[src/rtl/fast_accel_mac_pipe.sv]
// fast_accel_mac_pipe
// Pipelined multiply-accumulate unit for the fast_accel datapath. It sits
// between operand fetch and result writeback. Each element is either a plain
// product or part of a running accumulation closed by acc_last. Results are
// resized to OUT_W bits by saturation or truncation.
//
// Ports
//   clk        rising-edge clock
//   reset      asynchronous, active-low reset
//   ce         clock enable; 0 freezes every register and forces in_ready=0
//   in_valid   din0/din1/op_signed/acc_en/acc_last are valid
//   in_ready   block accepts input this cycle
//   din0       multiplicand (A_W bits)
//   din1       multiplier (B_W bits)
//   op_signed  1: operands are two's complement, 0: unsigned
//   acc_en     1: add the product into the running accumulator
//   acc_last   with acc_en: emit the accumulated sum, then clear it
//   out_valid  dout/dout_sat are valid
//   out_ready  consumer takes the result
//   dout       resized product or sum (OUT_W bits)
//   dout_sat   result did not fit OUT_W (clamped or truncated)
//
// Handshake: a transfer happens on a rising clk edge when valid and ready are
// both 1 on that side. Once out_valid is 1, out_valid and dout hold until the
// edge where out_ready=1 and ce=1. in_valid is sampled only when in_ready=1.
//
// Pipeline: single global stall. adv = ce & (~out_valid | out_ready), and
// every stage moves when adv is 1. S1 registers the operands. S2 multiplies.
// S3..S(NUM_STAGE-1) carry the product. S(NUM_STAGE) accumulates, resizes and
// drives the outputs. Bubbles travel as cleared valid bits.
// ACC_W must be larger than OUT_W.

module fast_accel_mac_pipe #(
  parameter int A_W       = 16,
  parameter int B_W       = 16,
  parameter int OUT_W     = 22,
  parameter int ACC_W     = 40,
  parameter int NUM_STAGE = 4,
  parameter bit SATURATE  = 1'b0
) (
  input  logic             clk,
  input  logic             reset,
  input  logic             ce,
  input  logic             in_valid,
  output logic             in_ready,
  input  logic [A_W-1:0]   din0,
  input  logic [B_W-1:0]   din1,
  input  logic             op_signed,
  input  logic             acc_en,
  input  logic             acc_last,
  output logic             out_valid,
  input  logic             out_ready,
  output logic [OUT_W-1:0] dout,
  output logic             dout_sat
);

  localparam int P_W = A_W + B_W;
  // Number of product-carrying stages: S2..S(NUM_STAGE-1)
  localparam int NP  = NUM_STAGE - 2;

  logic adv;

  // Stage 1: registered operands and control
  logic           s1_valid;
  logic [A_W-1:0] s1_a;
  logic [B_W-1:0] s1_b;
  logic           s1_sgn;
  logic           s1_en;
  logic           s1_last;

  // Stages 2..NUM_STAGE-1: product and control
  logic [NP-1:0]  p_valid;
  logic [NP-1:0]  p_sgn;
  logic [NP-1:0]  p_en;
  logic [NP-1:0]  p_last;
  logic [P_W-1:0] p_prod [NP];

  logic [ACC_W-1:0] acc;

  // Multiplier operands, extended to the full product width
  logic [P_W-1:0] a_ext;
  logic [P_W-1:0] b_ext;
  logic [P_W-1:0] mult;

  // Final-stage datapath
  logic             f_valid;
  logic             f_sgn;
  logic             f_en;
  logic             f_last;
  logic [ACC_W-1:0] prod_ext;
  logic [ACC_W-1:0] sum;
  logic [ACC_W-1:0] result;
  logic             emit;
  logic             ovf;
  logic [OUT_W-1:0] res_out;

  assign adv      = ce & (~out_valid | out_ready);
  assign in_ready = adv;

  // With both operands extended to P_W, the low P_W bits of the product are
  // correct for signed and unsigned operands alike.
  always_comb begin
    a_ext = P_W'(s1_a);
    b_ext = P_W'(s1_b);
    if (s1_sgn) begin
      a_ext = P_W'($signed(s1_a));
      b_ext = P_W'($signed(s1_b));
    end
    mult = a_ext * b_ext;
  end

  assign f_valid = p_valid[NP-1];
  assign f_sgn   = p_sgn[NP-1];
  assign f_en    = p_en[NP-1];
  assign f_last  = p_last[NP-1];

  always_comb begin
    prod_ext = ACC_W'(p_prod[NP-1]);
    if (f_sgn) prod_ext = ACC_W'($signed(p_prod[NP-1]));
    sum    = acc + prod_ext;
    result = f_en ? sum : prod_ext;
    // An element emits when it is a plain product or closes an accumulation
    emit   = f_valid & (~f_en | f_last);
  end

  // Resize: the range follows op_signed of the emitting element
  always_comb begin
    ovf     = 1'b0;
    res_out = result[OUT_W-1:0];
    if (f_sgn) begin
      // Fits when every bit from OUT_W-1 upward equals the sign bit
      ovf = ~((&result[ACC_W-1:OUT_W-1]) | ~(|result[ACC_W-1:OUT_W-1]));
      if (ovf && SATURATE) begin
        res_out = result[ACC_W-1] ? {1'b1, {(OUT_W-1){1'b0}}}
                                  : {1'b0, {(OUT_W-1){1'b1}}};
      end
    end else begin
      ovf = |result[ACC_W-1:OUT_W];
      if (ovf && SATURATE) res_out = {OUT_W{1'b1}};
    end
  end

  // Front stages
  always_ff @(posedge clk or negedge reset) begin
    if (!reset) begin
      s1_valid <= 1'b0;
      s1_a     <= '0;
      s1_b     <= '0;
      s1_sgn   <= 1'b0;
      s1_en    <= 1'b0;
      s1_last  <= 1'b0;
      p_valid  <= '0;
      p_sgn    <= '0;
      p_en     <= '0;
      p_last   <= '0;
      for (int i = 0; i < NP; i++) p_prod[i] <= '0;
    end else if (adv) begin
      // in_ready equals adv, so in_valid alone marks an accepted element
      s1_valid   <= in_valid;
      s1_a       <= din0;
      s1_b       <= din1;
      s1_sgn     <= op_signed;
      s1_en      <= acc_en;
      s1_last    <= acc_last;
      p_valid[0] <= s1_valid;
      p_sgn[0]   <= s1_sgn;
      p_en[0]    <= s1_en;
      p_last[0]  <= s1_last;
      p_prod[0]  <= mult;
      for (int i = 1; i < NP; i++) begin
        p_valid[i] <= p_valid[i-1];
        p_sgn[i]   <= p_sgn[i-1];
        p_en[i]    <= p_en[i-1];
        p_last[i]  <= p_last[i-1];
        p_prod[i]  <= p_prod[i-1];
      end
    end
  end

  // Final stage: accumulator and output register
  always_ff @(posedge clk or negedge reset) begin
    if (!reset) begin
      acc       <= '0;
      out_valid <= 1'b0;
      dout      <= '0;
      dout_sat  <= 1'b0;
    end else if (adv) begin
      out_valid <= emit;
      if (emit) begin
        dout     <= res_out;
        dout_sat <= ovf;
      end
      if (f_valid && f_en) acc <= f_last ? '0 : sum;
    end
  end

endmodule

[config.mk]
export PLATFORM = sky130hd
export DESIGN_NAME = fast_accel_mac_pipe
export DESIGN_NICKNAME = d
export VERILOG_FILES = /design/src/rtl/fast_accel_mac_pipe.sv
export SDC_FILE = /design/constraint.sdc
export NUM_CORES = 1
export LEC_CHECK = 0
export CORE_ASPECT_RATIO = 0.5
export CORE_MARGIN = 1.5
export CORE_UTILIZATION = 65
export CTS_CLUSTER_SIZE = 28
export DETAILED_ROUTE_END_ITERATION = 10
export PLACE_DENSITY_LB_ADDON = 0.3
export SYNTH_ARGS = -nofsm -noshare
export SYNTH_HDL_FRONTEND = slang
export SYNTH_SLANG_ARGS = --single-unit
[constraint.sdc]
create_clock -name clk -period 8.6 [get_ports clk]
set_clock_uncertainty 0.2 [all_clocks]
set_input_delay 0.86 -clock clk [delete_from_list [all_inputs] [get_ports clk]]
set_output_delay 0.86 -clock clk [all_outputs]
set_load 0.05 [all_outputs]
==> results.txt <==
----------------------------------------------------
[Timing]
  Final hold violation count ... 0
  Max Freq ... 0.1231 GHz
  Relative slew slack ... 0.3376
  Unrepaired setup endpoints after global routing ... no
  Slew at the pin with the worst max-slew slack ... 0.9936 ns
  Min Tclk post-route ... 8.126 ns
  Setup_tns ... 0 ns
  Total of endpoints with negative setup slack in the final report ... 0
  Final Max Tran Viols ... 0
  Period utilization ... 0.9448

[Setup path]
  Most frequent cell on the critical path ... sky130_fd_sc_hd__fa_1
  Combined buffer and inverter count along the critical path ... 4
  Data required time of the worst path ... 8.70 ns
  Crit path max-delay cell type ... sky130_fd_sc_hd__fa_1
  Worst stage delay on the critical path ... 0.77 ns
  Type of element launching the critical path ... flop
  WP data arrival ... 8.23 ns
  Critical-path maximum fanout ... 25
  Cell type group with the largest total delay on the critical path ... adder cells
  Critical path endpoint category ... flop
  List of cells traversed by the critical path ... buf_4 -> and2_1 -> nand2_1 -> fa_1 -> fa_1 -> fa_1 -> inv_1 -> fa_1 -> fa_1 -> fa_1 -> fa_1 -> inv_1 -> fa_1 -> inv_1 -> ha_1 -> a21o_1 -> a21oi_1 -> nor2b_1 -> o21ai_0 -> o211ai_1 -> o41ai_1 -> o21ai_0 -> xnor2_1 -> o21ai_0
  Type of the worst setup path ... reg2reg

[Final layout]
  Fillcell total ... 2,511
  Antenna cell count ... 0
  Synth-to-Final Area Change ... 7.083%
  Final Net Count ... 2,923
  Fraction of final layout cells with drive strength greater than 1 ... 0.03218

[Clock tree]
  Source-to-sink clock delay at the later pin of the worst-skew pair ... 0.47 ns
  Clock-pin slew on the worst setup and hold paths ... 0.09 ns
  Number of clock buffers inserted by TritonCTS ... 17
  H-tree levels ... 4
  Master cell of the clock root buffer ... sky130_fd_sc_hd__clkbuf_16
  Post-CTS setup repair buffer count ... 0
  Number of sinks on the clock net ... 172
  PostCTS Resize Cnt ... 0
  CTS tree ... done
  CTS Hold Bufs ... 0
  Bufs on Longest Clock Path ... 2

[Place]
  Count of buffers from port buffering ... 64
  Weighted congestion at the end of routability-driven global placement ... 0.9390
  Hpwl dp ... 40,530 µm

[Drt]
  Number of DRC violations after detailed-routing iteration 0 ... 1,400
  Met1 layer wirelength in the final routing ... 22,160 µm
  Antenna viol nets, final ... 0
  TritonRoute pass-1 iters ... 5
  Via count ... 16,182
  Total DRC errors in the routed layout ... 0
  Total length of routed met2 wires ... 24,480 µm
  Drt via density ... 5.710
  Uppermost layer routed ... met4
  DRT Wirelength ... 51,370 µm
  Metal3 WL ... 2891 µm
  Post-DR wirelength/cell ... 18.13 µm

[Global routing]
  Antenna violations before repair ... 0
  Global-route wire length before repair ... 85,530 µm
  Maximum number of pins on one net before global-route repair ... 104
  GR Util All Layers ... 0.3167
  Total gr overflow ... 0
  Via count of the first global-routing pass ... 16,660

[Synth]
  Net count of the mapped netlist ... 2,923
  Register area share after synthesis ... 0.1973
  Area of the mapped netlist ... 21,820 µm²
  Mean Syn Cell Area ... 9.166 µm²
  Warnings, synthesis ... 0
  Top_reg_cell synth ... sky130_fd_sc_hd__dfrtp_1
  Synth Register Bits ... 172
  Number of enable-type register cells in the synthesized netlist ... 0
  Synthesized netlist cell count ... 2,380
  Async SR Flop Fraction ... 1.000
  Library cells used by synthesis ... 66

[Min path]
  Hold Path Class ... reg2reg

[Floorplanning]
  Vertical die dimension ... 132.5 µm
  Number of standard-cell rows in the floorplan ... 47
  Core Area ... 33,050 µm²
  Floorplan die width ... 262.1 µm
  Area enclosed by the die boundary ... 34,740 µm²
  Number of top-level design ports ... 65
  Initial core utilization ... 0.6601

[Run]
  Number of max-cap violations ... 0

[Status]
  Result of the run ... finished clean

----------------------------------------------------
stage by stage:
| step | instances | setup slack [ns] | cell area (µm²) | hold WS, ns | utilization |
|---|---|---|---|---|---|
| 4_1_cts | 2834 | 0.5335 | 23360 | 0.2636 | 0.7069 |
| 2_1_floorplan | 2380 | 1.165 | 21820 | 0.2386 | - |
| 5_1_grt | 2834 | 0.01533 | 23360 | 0.2854 | 0.7069 |
| 3_5_place_dp | 2802 | 0.5874 | 22780 | 0.2469 | 0.6894 |
| 3_3_place_gp | 2802 | 0.7313 | 22780 | 0.2450 | 0.6894 |
| 6_report | 2834 | 0.4745 | 23360 | 0.2609 | 0.7069 |
placed cells by master, fill, tap and decap left out, types with 17 or more instances in the layout:
| cell | netlist | final |
|---|---|---|
| sky130_fd_sc_hd__inv_1 | 364 | 363 |
| sky130_fd_sc_hd__o21ai_0 | 88 | 88 |
| sky130_fd_sc_hd__nand3_1 | 18 | 18 |
| sky130_fd_sc_hd__and2_1 | 173 | 173 |
| sky130_fd_sc_hd__xnor2_1 | 66 | 66 |
| sky130_fd_sc_hd__fa_1 | 336 | 336 |
| sky130_fd_sc_hd__and3_1 | 26 | 26 |
| sky130_fd_sc_hd__dfrtp_1 | 172 | 171 |
| sky130_fd_sc_hd__nand2_1 | 445 | 445 |
| sky130_fd_sc_hd__nor3_1 | 17 | 17 |
| sky130_fd_sc_hd__nor2_1 | 66 | 65 |
| sky130_fd_sc_hd__a21o_1 | 34 | 34 |
| sky130_fd_sc_hd__xor2_1 | 33 | 33 |
| sky130_fd_sc_hd__ha_1 | 167 | 167 |
| sky130_fd_sc_hd__a21oi_1 | 70 | 70 |
| sky130_fd_sc_hd__a22o_1 | 31 | 31 |
| sky130_fd_sc_hd__buf_4 | 0 | 18 |
| sky130_fd_sc_hd__clkbuf_16 | 0 | 17 |
| sky130_fd_sc_hd__clkdlybuf4s50_1 | 0 | 63 |
| sky130_fd_sc_hd__mux2i_1 | 26 | 26 |
cell usage after synthesis, types with 4 or more instances:
cell type / instances / share of area
sky130_fd_sc_hd__inv_1: 364 / 0.063
sky130_fd_sc_hd__nand3_1: 18 / 0.0041
sky130_fd_sc_hd__or2_2: 5 / 0.0014
sky130_fd_sc_hd__clkbuf_1: 96 / 0.017
sky130_fd_sc_hd__a31oi_1: 8 / 0.0023
sky130_fd_sc_hd__nand2b_1: 11 / 0.0032
sky130_fd_sc_hd__nand2_1: 445 / 0.077
sky130_fd_sc_hd__xor2_1: 33 / 0.013
sky130_fd_sc_hd__ha_1: 167 / 0.096
sky130_fd_sc_hd__and2_1: 173 / 0.050
sky130_fd_sc_hd__mux2i_1: 26 / 0.012
sky130_fd_sc_hd__a31o_2: 4 / 0.0016
sky130_fd_sc_hd__nand4_1: 11 / 0.0032
sky130_fd_sc_hd__nor4_1: 4 / 0.0011
sky130_fd_sc_hd__xnor2_1: 66 / 0.026
sky130_fd_sc_hd__and3_1: 26 / 0.0075
sky130_fd_sc_hd__a211oi_1: 9 / 0.0031
sky130_fd_sc_hd__o21a_1: 7 / 0.0024
sky130_fd_sc_hd__nor2_1: 66 / 0.011
sky130_fd_sc_hd__nor2b_1: 10 / 0.0029
sky130_fd_sc_hd__nor3_1: 17 / 0.0039
sky130_fd_sc_hd__dfrtp_1: 172 / 0.20
sky130_fd_sc_hd__a21o_1: 34 / 0.012
sky130_fd_sc_hd__o31ai_1: 10 / 0.0034
sky130_fd_sc_hd__fa_1: 336 / 0.31
sky130_fd_sc_hd__a22o_1: 31 / 0.012
sky130_fd_sc_hd__buf_1: 4 / 0.00069
sky130_fd_sc_hd__a21oi_1: 70 / 0.016
sky130_fd_sc_hd__a2111oi_0: 4 / 0.0016
sky130_fd_sc_hd__o21ai_0: 88 / 0.020
sky130_fd_sc_hd__o211ai_1: 9 / 0.0031
registers in the layout (all words and copies together), names as in the netlist, 16 cells and up:
signal / flops
s1_a: 16
dout: 22
s1_b: 16
acc: 40
p_prod: 64
final timing paths:
| check | start | depth (start not counted) | to | slack (ns) |
|---|---|---|---|---|
| setup / recovery | s1_sgn$_DFFE_PN0P_ | 24 | p_prod[63]$_DFFE_PN0P_ | 0.47 |
| hold / removal | p_prod[43]$_DFFE_PN0P_ | 2 | p_prod[11]$_DFFE_PN0P_ | 0.26 |
| setup reg to reg | s1_sgn$_DFFE_PN0P_ | 24 | p_prod[63]$_DFFE_PN0P_ | 0.47 |
| hold reg to reg | p_prod[43]$_DFFE_PN0P_ | 2 | p_prod[11]$_DFFE_PN0P_ | 0.26 |
| max in group asynchronous | reset | 2 | p_en[1]$_DFFE_PN0P_ | 6.22 |
| min in group asynchronous | reset | 1 | acc[35]$_DFFE_PN0P_ | 0.27 |
worst reg2reg max path, delay by kind of cell, from the launching register on:
family | cells | cell delay [ns]
buffers and inverters | 4 | 0.63
AO/OA/AOI/OAI | 7 | 1.31
flip-flops | 1 | 0.36
XOR/XNOR | 1 | 0.17
AND/OR/NAND/NOR | 3 | 0.55
adder cells (fa/ha/maj) | 9 | 4.73
final cells by class:
| cell class | instances | area, µm² | share of cell area |
|---|---|---|---|
| clock buffer | 17 | 425.4 | 0.01821 |
| clock inverter | 15 | 151.4 | 0.006481 |
| inverter | 365 | 1370 | 0.05865 |
| multi-input combinational | 1742 | 15780 | 0.6755 |
| sequential | 172 | 4305 | 0.1843 |
| tap | 441 | 551.8 | 0.02362 |
| timing repair buffer | 82 | 777.0 | 0.03326 |
layer usage:
layer,up-vias,GRT usage
met4,0,0.1279
met5,-,0
li1,7481,-
met2,535,0.5057
met3,118,0.04406
met1,8048,0.4403
kinds of logic (layout without fill, tap and decap cells):
family                     Yosys count  in the layout  share of synthesized area
xor gates and xnor gates            99             99                    0.03975
AOI/OAI and AO/OA                  312            312                    0.09561
DFF                                172            172                     0.1973
muxes                               29             29                    0.01348
adders and majority gates          503            503                     0.4041
buffers and inverters              466            479                    0.08024
and+or+nand+nor                    799            799                     0.1695
Power is left out: the tool's default activity adds up to more than one toggle a clock period on the data nets, which glitch-free logic cannot reach.
